[src/rtl/line_cmd_sequencer.sv]
// rtl/line_cmd_sequencer.sv - line command FIFO and sequencer feeding a Bresenham drawer
module line_cmd_sequencer #(
    parameter int COLOR_W    = 1,
    parameter int FIFO_DEPTH = 4
) (
    input  logic               clk,
    input  logic               reset,
    input  logic               cmd_valid,
    output logic               cmd_ready,
    input  logic [10:0]        cmd_x0,
    input  logic [10:0]        cmd_y0,
    input  logic [10:0]        cmd_x1,
    input  logic [10:0]        cmd_y1,
    input  logic [COLOR_W-1:0] cmd_color,
    output logic [10:0]        ld_x0,
    output logic [10:0]        ld_y0,
    output logic [10:0]        ld_x1,
    output logic [10:0]        ld_y1,
    output logic               ld_reset,
    input  logic [10:0]        ld_x,
    input  logic [10:0]        ld_y,
    output logic               pix_we,
    output logic [10:0]        pix_x,
    output logic [10:0]        pix_y,
    output logic [COLOR_W-1:0] pix_color,
    output logic               busy,
    output logic               line_done
);
    localparam int AW = $clog2(FIFO_DEPTH);
    localparam int EW = 44 + COLOR_W;
    localparam logic [AW:0] FULL_CNT = (AW + 1)'(FIFO_DEPTH);

    typedef enum logic [1:0] {S_IDLE, S_LOAD, S_DRAW} state_t;

    state_t             r_state;
    state_t             w_state_next;
    logic [EW-1:0]      r_fifo [FIFO_DEPTH];
    logic [AW-1:0]      r_wr_ptr;
    logic [AW-1:0]      r_rd_ptr;
    logic [AW:0]        r_count;
    logic [10:0]        r_ld_x0, r_ld_y0, r_ld_x1, r_ld_y1;
    logic [COLOR_W-1:0] r_color;
    logic [11:0]        r_remaining;
    logic               r_ld_reset;
    logic               r_line_done;

    logic               w_full, w_empty, w_push, w_pop;
    logic [EW-1:0]      w_head;
    logic [10:0]        w_hx0, w_hy0, w_hx1, w_hy1;
    logic [COLOR_W-1:0] w_hcolor;
    logic [10:0]        w_dx, w_dy, w_span;
    logic               w_last;

    assign w_full    = (r_count == FULL_CNT);
    assign w_empty   = (r_count == '0);
    assign w_push    = cmd_valid && !w_full;
    assign w_head    = r_fifo[r_rd_ptr];
    assign {w_hx0, w_hy0, w_hx1, w_hy1, w_hcolor} = w_head;
    assign w_last    = (r_state == S_DRAW) && (r_remaining == 12'd0);

    // N-1 = max(|dx|,|dy|), so the down-counter ends on the last pixel
    assign w_dx   = (w_hx1 >= w_hx0) ? (w_hx1 - w_hx0) : (w_hx0 - w_hx1);
    assign w_dy   = (w_hy1 >= w_hy0) ? (w_hy1 - w_hy0) : (w_hy0 - w_hy1);
    assign w_span = (w_dx >= w_dy) ? w_dx : w_dy;

    always_ff @(posedge clk or posedge reset) begin
        if (reset) begin
            r_state <= S_IDLE;
        end else begin
            r_state <= w_state_next;
        end
    end

    always_comb begin
        w_state_next = r_state;
        w_pop        = 1'b0;
        case (r_state)
            S_IDLE: begin
                if (!w_empty) begin
                    w_pop        = 1'b1;
                    w_state_next = S_LOAD;
                end
            end
            S_LOAD: w_state_next = S_DRAW;
            S_DRAW: begin
                if (r_remaining == 12'd0) begin
                    if (!w_empty) begin
                        w_pop        = 1'b1;
                        w_state_next = S_LOAD;
                    end else begin
                        w_state_next = S_IDLE;
                    end
                end
            end
            default: w_state_next = S_IDLE;
        endcase
    end

    // Storage needs no reset; occupancy alone defines validity
    always_ff @(posedge clk) begin
        if (w_push) begin
            r_fifo[r_wr_ptr] <= {cmd_x0, cmd_y0, cmd_x1, cmd_y1, cmd_color};
        end
    end

    always_ff @(posedge clk or posedge reset) begin
        if (reset) begin
            r_wr_ptr <= '0;
            r_rd_ptr <= '0;
            r_count  <= '0;
        end else begin
            if (w_push) r_wr_ptr <= r_wr_ptr + AW'(1);
            if (w_pop)  r_rd_ptr <= r_rd_ptr + AW'(1);
            case ({w_push, w_pop})
                2'b10:   r_count <= r_count + (AW + 1)'(1);
                2'b01:   r_count <= r_count - (AW + 1)'(1);
                default: r_count <= r_count;
            endcase
        end
    end

    always_ff @(posedge clk or posedge reset) begin
        if (reset) begin
            r_ld_x0     <= '0;
            r_ld_y0     <= '0;
            r_ld_x1     <= '0;
            r_ld_y1     <= '0;
            r_color     <= '0;
            r_remaining <= '0;
            r_ld_reset  <= 1'b0;
            r_line_done <= 1'b0;
        end else begin
            r_ld_reset  <= w_pop;
            r_line_done <= w_last;
            if (w_pop) begin
                r_ld_x0     <= w_hx0;
                r_ld_y0     <= w_hy0;
                r_ld_x1     <= w_hx1;
                r_ld_y1     <= w_hy1;
                r_color     <= w_hcolor;
                r_remaining <= {1'b0, w_span};
            end else if (r_state == S_DRAW && r_remaining != 12'd0) begin
                r_remaining <= r_remaining - 12'd1;
            end
        end
    end

    assign cmd_ready = !w_full;
    assign ld_x0     = r_ld_x0;
    assign ld_y0     = r_ld_y0;
    assign ld_x1     = r_ld_x1;
    assign ld_y1     = r_ld_y1;
    assign ld_reset  = r_ld_reset;
    assign pix_we    = (r_state == S_DRAW);
    assign pix_x     = ld_x;
    assign pix_y     = ld_y;
    assign pix_color = r_color;
    assign busy      = (r_state != S_IDLE);
    assign line_done = r_line_done;
endmodule

[config.mk]
export PLATFORM = sky130hd
export DESIGN_NAME = line_cmd_sequencer
export DESIGN_NICKNAME = d
export VERILOG_FILES = /design/src/rtl/line_cmd_sequencer.sv
export SDC_FILE = /design/constraint.sdc
export NUM_CORES = 1
export LEC_CHECK = 0
export CORE_UTILIZATION = 35
export DETAILED_ROUTE_END_ITERATION = 12
export DONT_BUFFER_PORTS = 1
export PLACE_DENSITY = 0.5
export SETUP_SLACK_MARGIN = 0.05
export SLEW_MARGIN = 25
export SYNTH_ARGS = -nofsm -noshare
export SYNTH_HDL_FRONTEND = slang
export SYNTH_SLANG_ARGS = --single-unit
[constraint.sdc]
create_clock -name clk -period 6.7 [get_ports clk]
set_input_delay 1.005 -clock clk [delete_from_list [all_inputs] [get_ports clk]]
set_output_delay 1.005 -clock clk [all_outputs]
set_load 0.1 [all_outputs]
==> run summary, run 1 <==
CTS Hold Bufs: 0
Largest family of logic cells by synthesized area: multiplexers
Period utilisation layout: 88.2%
Crit Path Max Fanout: 28
Setup Crit Path Kind: flip-flop to flip-flop
Post-synthesis instance total: 798
CTS-repair resized insts: 0
Avg Inst Size Synth: 14.8 um2
Antenna cells: 0
Yosys top cell area share: 45.6%
Post-CTS Setup Bufs: 0
Compound-gate portion of the synthesized area: 7.15%
Final hold vios: 0
Synth warn: 0
Arrival time at the worst endpoint: 6.35 ns
Post-Synth XOR/XNOR Area: 1.55%
Yosys reg bits: 248
Maxcap violations: 0
Wire length of the first global-routing pass: 41.2 mm
Port Buffers: 0
Distinct cell type count after synthesis: 58
Clock buffer count from CTS: 27
DIE AREA: 34600 um2
Status: finished, final reports clean
Unrepaired setup endpoints after global routing: no
Vias per cell: 5.16
Critical Path RT: 7.14 ns
Area of the core: 33400 um2
Post-Synth Simple-Gate Area: 4.64%
Pin count of the biggest net entering global routing: 46
Setup TNS: 0 ns
Setup Skew: 0.0191 ns
Gr usage total: 16.0%
Final core occ: 39.3%
Gpl congestion: 0.864
Commonest non-fill, non-tap cells in the layout: 180 x edfxtp_1, 69 x inv_1, 66 x dfrtp_1, 59 x ha_1, 48 x mux2_2
Post-route DRC: 0
Vias: 6473
Crit path largest cell delay: 0.85 ns
Slew HR: 32.2%
Post-synthesis cell area: 11800 um2
Final Max Slew Viols: 0
Final setup viols: 0
Mux contribution to synthesized area: 14.6%
Final min period: 5.91 ns
H-tree levels: 1
Seq/Total Area, Yosys: 60.0%
Asr flop ratio synth: 27.4%
Sink Count: 248
FMAX: 169 MHz
Area Overhead vs Synth: 10.8%
Die Ht: 186 um
Synth area leader: edfxtp_1
Slowest-stage cell, CP: dfrtp_2
Clock Latency Late Sink: 0.54 ns
Vias in the first global route: 6743
Wire length per cell: 21.6 um
Share of cells above drive strength 1: 20.7%
Final net count: 920
Largest cells by area after synthesis: edfxtp_1 46%, dfrtp_1 14%, mux4_2 8.6%
Initial DRC count: 224
Post-DP HPWL: 18.8 mm
Worst Tran Pin Value: 1.02 ns
Drt pass-1 iters: 4
DRT antenna net count: 0
Root Driver: clkbuf_16
CP Capture Type: flip-flop
CTS Buffer Depth: 3
Worst-path clk slew: 0.06 ns
Die width: 186 um
Syn nets: 932
Filler Cells Inserted: 3048
Initial Util: 35.4%
Initial antenna violation count: 0
CTS tree: built
Critical-path cell list: buf_12 -> mux4_2 -> inv_1 -> ha_1 -> a21o_1 -> nand3b_1 -> a31oi_1 -> o21bai_1 -> buf_4 -> mux2i_1 -> xnor2_1 -> inv_1 -> ha_1 -> a211oi_1 -> nor2_1 -> nor3_1 -> a21oi_1 -> o41ai_1 -> mux2_2 -> a221oi_1
Post-synth EDFFs: 180
Grt ovf: 0
Adder-Cell Fraction of Synth Area: 7.08%
DRT Wirelength: 27.0 mm
Row cnt: 67
Num ports: 142
Commonest non-fill, non-tap cell in the layout: edfxtp_1
Crit start category: flip-flop
Worst min path class: input pin to async pin
Prevailing post-synth register cell: edfxtp_1
[per-stage QoR]
| step | instances | setup WS (ns) | hold slack, ns | instance area (um2) |
|---|---|---|---|---|
| floorplan | 798 | 1.17 | 0.464 | 11800 |
| global placement | 1205 | 0.674 | 0.483 | 12200 |
| detailed placement | 1205 | 0.614 | 0.495 | 12200 |
| CTS | 1254 | 0.578 | 0.480 | 13100 |
| global route | 1254 | 0.258 | 0.509 | 13100 |
| finish | 1254 | 0.788 | 0.458 | 13100 |
[final cells by class]
class / count / area (um2) / area share [%]
clock inverter: 10 / 85.1 / 0.648
sequential: 248 / 7110 / 54.1
multi-input combinational: 426 / 4170 / 31.7
clock buffer: 39 / 825 / 6.28
tap: 448 / 561 / 4.27
timing repair buffer: 13 / 123 / 0.934
inverter: 70 / 264 / 2.01
[cells by family (layout without fill, tap and decap cells)]
kind of cell	after synthesis	after routing
buffers and inverters	124	132
AND/OR/NAND/NOR	107	107
flip-flops	248	248
AO/OA/AOI/OAI	124	124
multiplexers	110	110
adder cells (fa/ha/maj)	64	64
XOR/XNOR	21	21
[registers in the layout, indices dropped and copies added, names as in the netlist]
name,flops
r_fifo,180
r_remaining,12
ld_x0,11
ld_x1,11
ld_y0,11
ld_y1,11
r_count,3
r_rd_ptr,2
r_state,2
r_wr_ptr,2
ld_reset,1
line_done,1
pix_color,1
[cell usage after synthesis, types with 16 or more instances]
library cell,n
inv_1,70
xnor2_1,16
mux2i_1,17
o21ai_0,27
a21oi_1,28
dfrtp_1,68
buf_4,22
mux2_2,48
edfxtp_1,180
nor2_1,23
ha_1,59
mux4_2,45
nand2_1,20
[worst paths after layout]
path,from,endpoint,slack (ns),cells past startpoint
max in group asynchronous,reset,r_rd_ptr[1],5.27,2
max,r_rd_ptr[1],r_remaining[0],0.79,20
min in group clk,r_count[2],r_count[2],0.50,1
min,reset,ld_x1[1],0.46,1
min reg2reg,r_count[2],r_count[2],0.50,1
max reg2reg,r_rd_ptr[1],r_remaining[0],0.79,20
[routing by layer]
layer / wire length, um / vias up / track usage [%]
met2: 13600 / 131 / 27.7
met1: 11500 / 3353 / 20.4
met5: 0 / - / 0
met3: 1460 / 41 / 3.42
li1: - / 2948 / -
met4: 467 / 0 / 3.74
[worst max-delay path, delay by kind of cell (launching register included)]
family / cells / cell delay (ns)
muxes: 3 / 0.96
and+or+nand+nor: 3 / 0.40
buffers and inverters: 4 / 0.65
xor gates and xnor gates: 1 / 0.28
adders and majority gates: 2 / 0.68
AOI/OAI and AO/OA: 7 / 1.98
DFF: 1 / 0.85
Power of run 1 is not shown: default switching activity piles up to over one toggle a cycle in this logic, so the estimate is an artifact.
==> run 2, diff against run 1 <==
--- a/config.mk
+++ b/config.mk
@@ -5,6 +5,7 @@
 export SDC_FILE = /design/constraint.sdc
 export NUM_CORES = 1
 export LEC_CHECK = 0
+export CORE_MARGIN = 2
 export CORE_UTILIZATION = 35
 export DETAILED_ROUTE_END_ITERATION = 12
 export DONT_BUFFER_PORTS = 1
==> run 2 against run 1 <==
Net effect:
- die area grew 2.2%
- critical path depth shrank 2
- final cell count about the same
- worst setup slack worse by 0.068 ns
- sequential share of layout area up 0.20 points
- via count down 0.32%
- register-to-register slack worse by 0.07 ns
- global-route usage fell by 0.44 points
- largest cell class unchanged
- highest routed layer unchanged
==> run summary, run 2 (synthesis results as in run 1) <==
Setup TNS: 0 ns
Wire length of the first global-routing pass: 42.2 mm
CP Capture Type: flip-flop
Setup Crit Path Kind: flip-flop to flip-flop
Grt ovf: 0
Placed inst area: 12200 um2
CTS tree: built
Worst-path clk slew: 0.06 ns
Total placed cells including tap cells: 1205
Post-route DRC: 0
Commonest non-fill, non-tap cell in the layout: edfxtp_1
Reg2reg path depth: 18
Max reg flops: 180
Hold path start: r_count[2]
Crit start category: flip-flop
Share of cells above drive strength 1: 20.4%
RR Startpoint: r_rd_ptr[1]
Initial antenna violation count: 0
Final hold vios: 0
Num ports: 142
Post-DP HPWL: 18.4 mm
Initial DRC count: 388
CTS Hold Bufs: 0
Vias: 6452
Final cell count without fillers: 1255
Arrival time at the worst endpoint: 6.41 ns
Slew HR: 35.1%
Period utilisation layout: 89.3%
FMAX: 167 MHz
Final min period: 5.98 ns
Die Ht: 188 um
Sink Count: 248
Finished Cell Area: 13100 um2
Initial Util: 35.4%
Wire length per cell: 21.6 um
Vias in the first global route: 7009
Worst flop-to-flop path endpoint: r_remaining[0]
Status: finished, final reports clean
Area of the core: 33400 um2
Area Overhead vs Synth: 10.4%
Hold path cells: 1
Row cnt: 67
DRT Wirelength: 27.1 mm
Crit Path Max Fanout: 22
Commonest non-fill, non-tap cells in the layout: 180 x edfxtp_1, 69 x inv_1, 66 x dfrtp_1, 59 x ha_1, 48 x mux2_2
R2r setup slk: 0.72 ns
WHS Endpoint: r_count[2]
Port Buffers: 0
Post-CTS Setup Bufs: 0
Final Max Slew Viols: 0
Biggest register: r_fifo
Clock Latency Late Sink: 0.54 ns
CTS Buffer Depth: 3
Pin count of the biggest net entering global routing: 69
DRT antenna net count: 0
Drt pass-1 iters: 5
DIE AREA: 35300 um2
Critical Path RT: 7.13 ns
Final net count: 920
Unrepaired setup endpoints after global routing: no
Gr usage total: 15.6%
Gpl congestion: 0.857
Worst Tran Pin Value: 0.973 ns
CTS-repair resized insts: 0
Maxcap violations: 0
Setup Skew: 0.0167 ns
Vias per cell: 5.14
Root Driver: clkbuf_16
Clock buffer count from CTS: 27
Worst min path class: flip-flop to flip-flop
Antenna cells: 0
H-tree levels: 1
Largest registers: r_fifo x180, r_remaining x12
Final setup viols: 0
Die width: 188 um
==> run 2: stage by stage <==
stage | hold slack [ns] | setup WS, ns | util [%]
6_report | 0.517 | 0.719 | 39.1
4_1_cts | 0.518 | 0.684 | 39.1
3_3_place_gp | 0.486 | 0.537 | 36.5
2_1_floorplan | 0.464 | 1.17 | -
3_5_place_dp | 0.509 | 0.682 | 36.5
5_1_grt | 0.527 | 0.107 | 39.1
==> run 2: cell type report <==
cell class / instances / area, um2
Fill cell: 3073 / 20400
Sequential cell: 248 / 7110
Multi-Input combinational cell: 426 / 4170
Clock buffer: 36 / 729
Tap cell: 448 / 561
Inverter: 70 / 264
Clock inverter: 14 / 135
Timing Repair Buffer: 13 / 114
==> run 2: worst max path at each step <==
stage / cells past startpoint / end / start
after floorplan: 22 / r_remaining[0] / r_rd_ptr[0]
after global placement: 18 / r_remaining[2] / r_rd_ptr[0]
after detailed placement: 19 / r_remaining[2] / r_rd_ptr[0]
after CTS: 19 / r_remaining[0] / r_rd_ptr[0]
after global routing: 18 / r_remaining[2] / r_rd_ptr[1]
final: 18 / r_remaining[0] / r_rd_ptr[1]
==> run 2: metal layers <==
metal / vias to the layer above / GRT usage [%] / routed length, um
met2: 150 / 27.0 / 13300
met5: - / 0 / 0
met1: 3316 / 19.4 / 11700
li1: 2945 / - / -
met4: 0 / 4.21 / 535
met3: 41 / 3.87 / 1610
==> run 2: critical path, stage by stage (launching register included) <==
cell and delay [ns]:
dfrtp_2 0.80, buf_4 0.39, mux4_2 0.39, ha_1 0.42, a21o_1 0.24, a21o_1 0.18
a221o_1 0.42, o21bai_1 0.32, buf_4 0.25, mux2i_1 0.13, xnor2_1 0.33, ha_1 0.32
o21ai_0 0.09, nor2_1 0.06, nor3_1 0.13, a21oi_1 0.09, o41ai_1 0.61, mux2_2 0.42
a221oi_1 0.28
Power of run 2 is left out for the same reason.
==> run 3, diff against run 2 <==
--- a/config.mk
+++ b/config.mk
@@ -6,10 +6,10 @@
 export NUM_CORES = 1
 export LEC_CHECK = 0
 export CORE_MARGIN = 2
-export CORE_UTILIZATION = 35
+export CORE_UTILIZATION = 60
 export DETAILED_ROUTE_END_ITERATION = 12
 export DONT_BUFFER_PORTS = 1
-export PLACE_DENSITY = 0.5
+export PLACE_DENSITY = 0.77
 export SETUP_SLACK_MARGIN = 0.05
 export SLEW_MARGIN = 25
 export SYNTH_ARGS = -nofsm -noshare
==> run 3 against run 2 <==
Net effect:
- worst setup slack lost 0.068 ns
- non-clock buffer count did not move
- die area is 41% lower
- first-iteration DRC count increased by 35%
- register-to-register slack worse by 0.07 ns
==> run summary, run 3 (synthesis results as in run 1) <==
Grt ovf: 0
Setup Skew: 0.0261 ns
Initial antenna violation count: 0
DRT Wirelength: 25.3 mm
Initial DRC count: 524
Final setup viols: 0
Clock buffer count from CTS: 26
R2r setup slk: 0.65 ns
Gr usage total: 25.0%
RR Startpoint: r_rd_ptr[1]
Placed inst area: 12000 um2
Post-CTS Setup Bufs: 0
Final Max Slew Viols: 0
Period utilisation layout: 90.3%
Worst Tran Pin Value: 0.974 ns
Largest registers: r_fifo x180, r_remaining x12
Post-route DRC: 0
Wire length of the first global-routing pass: 39.0 mm
CTS Buffer Depth: 3
Finished Cell Area: 12800 um2
Num ports: 142
CP startpoint: r_rd_ptr[1]
Final min period: 6.05 ns
Share of cells above drive strength 1: 19.5%
Worst flop-to-flop path endpoint: r_remaining[3]
Crit Path Max Fanout: 23
Drt pass-1 iters: 5
Vias in the first global route: 6782
Final hold vios: 0
CTS tree: built
Antenna cells: 0
CTS Hold Bufs: 0
Die Ht: 145 um
FMAX: 165 MHz
Setup TNS: 0 ns
Post-DP HPWL: 16.7 mm
CP Capture Type: flip-flop
Area Overhead vs Synth: 7.99%
H-tree levels: 1
Area of the core: 19400 um2
Final core occ: 66.0%
Final net count: 919
Wire length per cell: 23.7 um
Critical-path cell list: buf_4 -> mux4_2 -> ha_1 -> nand4_1 -> nor3b_1 -> a211o_2 -> o21bai_1 -> mux2i_1 -> o21ai_0 -> xnor2_1 -> ha_1 -> a211oi_1 -> nor2_1 -> nor3_1 -> a21oi_1 -> o41ai_1 -> nor2b_1 -> a221o_1
Arrival time at the worst endpoint: 6.44 ns
CTS-repair resized insts: 0
DRT antenna net count: 0
Crit path largest cell delay: 0.79 ns
Setup crit end: r_remaining[3]
Most used cell, CP: ha_1
Root Driver: clkbuf_16
Maxcap violations: 0
Gpl congestion: 0.934
Sink Count: 248
Die width: 145 um
Row cnt: 51
Unrepaired setup endpoints after global routing: no
Setup Crit Path Kind: flip-flop to flip-flop
Clock Latency Late Sink: 0.53 ns
Crit start category: flip-flop
Max reg flops: 180
Biggest register: r_fifo
Commonest non-fill, non-tap cells in the layout: 180 x edfxtp_1, 69 x inv_1, 66 x dfrtp_1, 59 x ha_1, 48 x mux2_2
Min Hold Slack: 0.520 ns
Status: finished, final reports clean
Reg2reg path depth: 18
Critical Path RT: 7.09 ns
DIE AREA: 20900 um2
Slowest-stage cell, CP: dfrtp_2
Commonest non-fill, non-tap cell in the layout: edfxtp_1
Initial Util: 61.1%
Port Buffers: 0
Pin count of the biggest net entering global routing: 69
Worst-path clk slew: 0.07 ns
Vias per cell: 6.16
Slew HR: 35.0%
Worst min path class: flip-flop to flip-flop
Vias: 6583
[run 3: worst min path at each step]
stage | startpoint | end | slack, ns | depth (start not counted)
finish | r_count[0] | r_count[0] | 0.52 | 1
detailed placement | r_count[2] | r_count[2] | 0.51 | 1
global route | r_count[0] | r_count[0] | 0.54 | 1
CTS | r_count[0] | r_count[0] | 0.52 | 1
floorplan | r_count[2] | r_count[2] | 0.46 | 1
global placement | r_count[2] | r_count[2] | 0.48 | 1
[run 3: cell type report]
| type | count | area, um2 |
|---|---|---|
| Sequential cell | 248 | 7110 |
| Fill cell | 1399 | 6600 |
| Multi-Input combinational cell | 426 | 4170 |
| Clock buffer | 38 | 737 |
| Tap cell | 265 | 332 |
| Inverter | 70 | 263 |
| Timing Repair Buffer | 13 | 114 |
| Clock inverter | 9 | 73.8 |
[run 3: per-stage QoR]
stage / cells / setup WS [ns]
3_5_place_dp: 1022 / 0.747
3_3_place_gp: 1022 / 0.840
5_1_grt: 1069 / 0.228
2_1_floorplan: 798 / 1.17
6_report: 1069 / 0.652
4_1_cts: 1069 / 0.699
[run 3: critical path, delay by kind of cell, from the launching register on]
kind	cells	cell delay (ns)
DFF	1	0.79
xor gates and xnor gates	1	0.36
muxes	2	0.66
AOI/OAI and AO/OA	7	1.95
buffers and inverters	1	0.39
and+or+nand+nor	5	0.97
adders and majority gates	2	0.79
[run 3: routing by layer]
metal  track usage, %  vias up  wire, um
met4             6.49        0       525
met5                0        -         0
met3             5.73       44      1900
met1             33.1     3343     10300
met2             42.3      242     12600
li1                 -     2954         -
Power of run 3 is left out for the same reason.
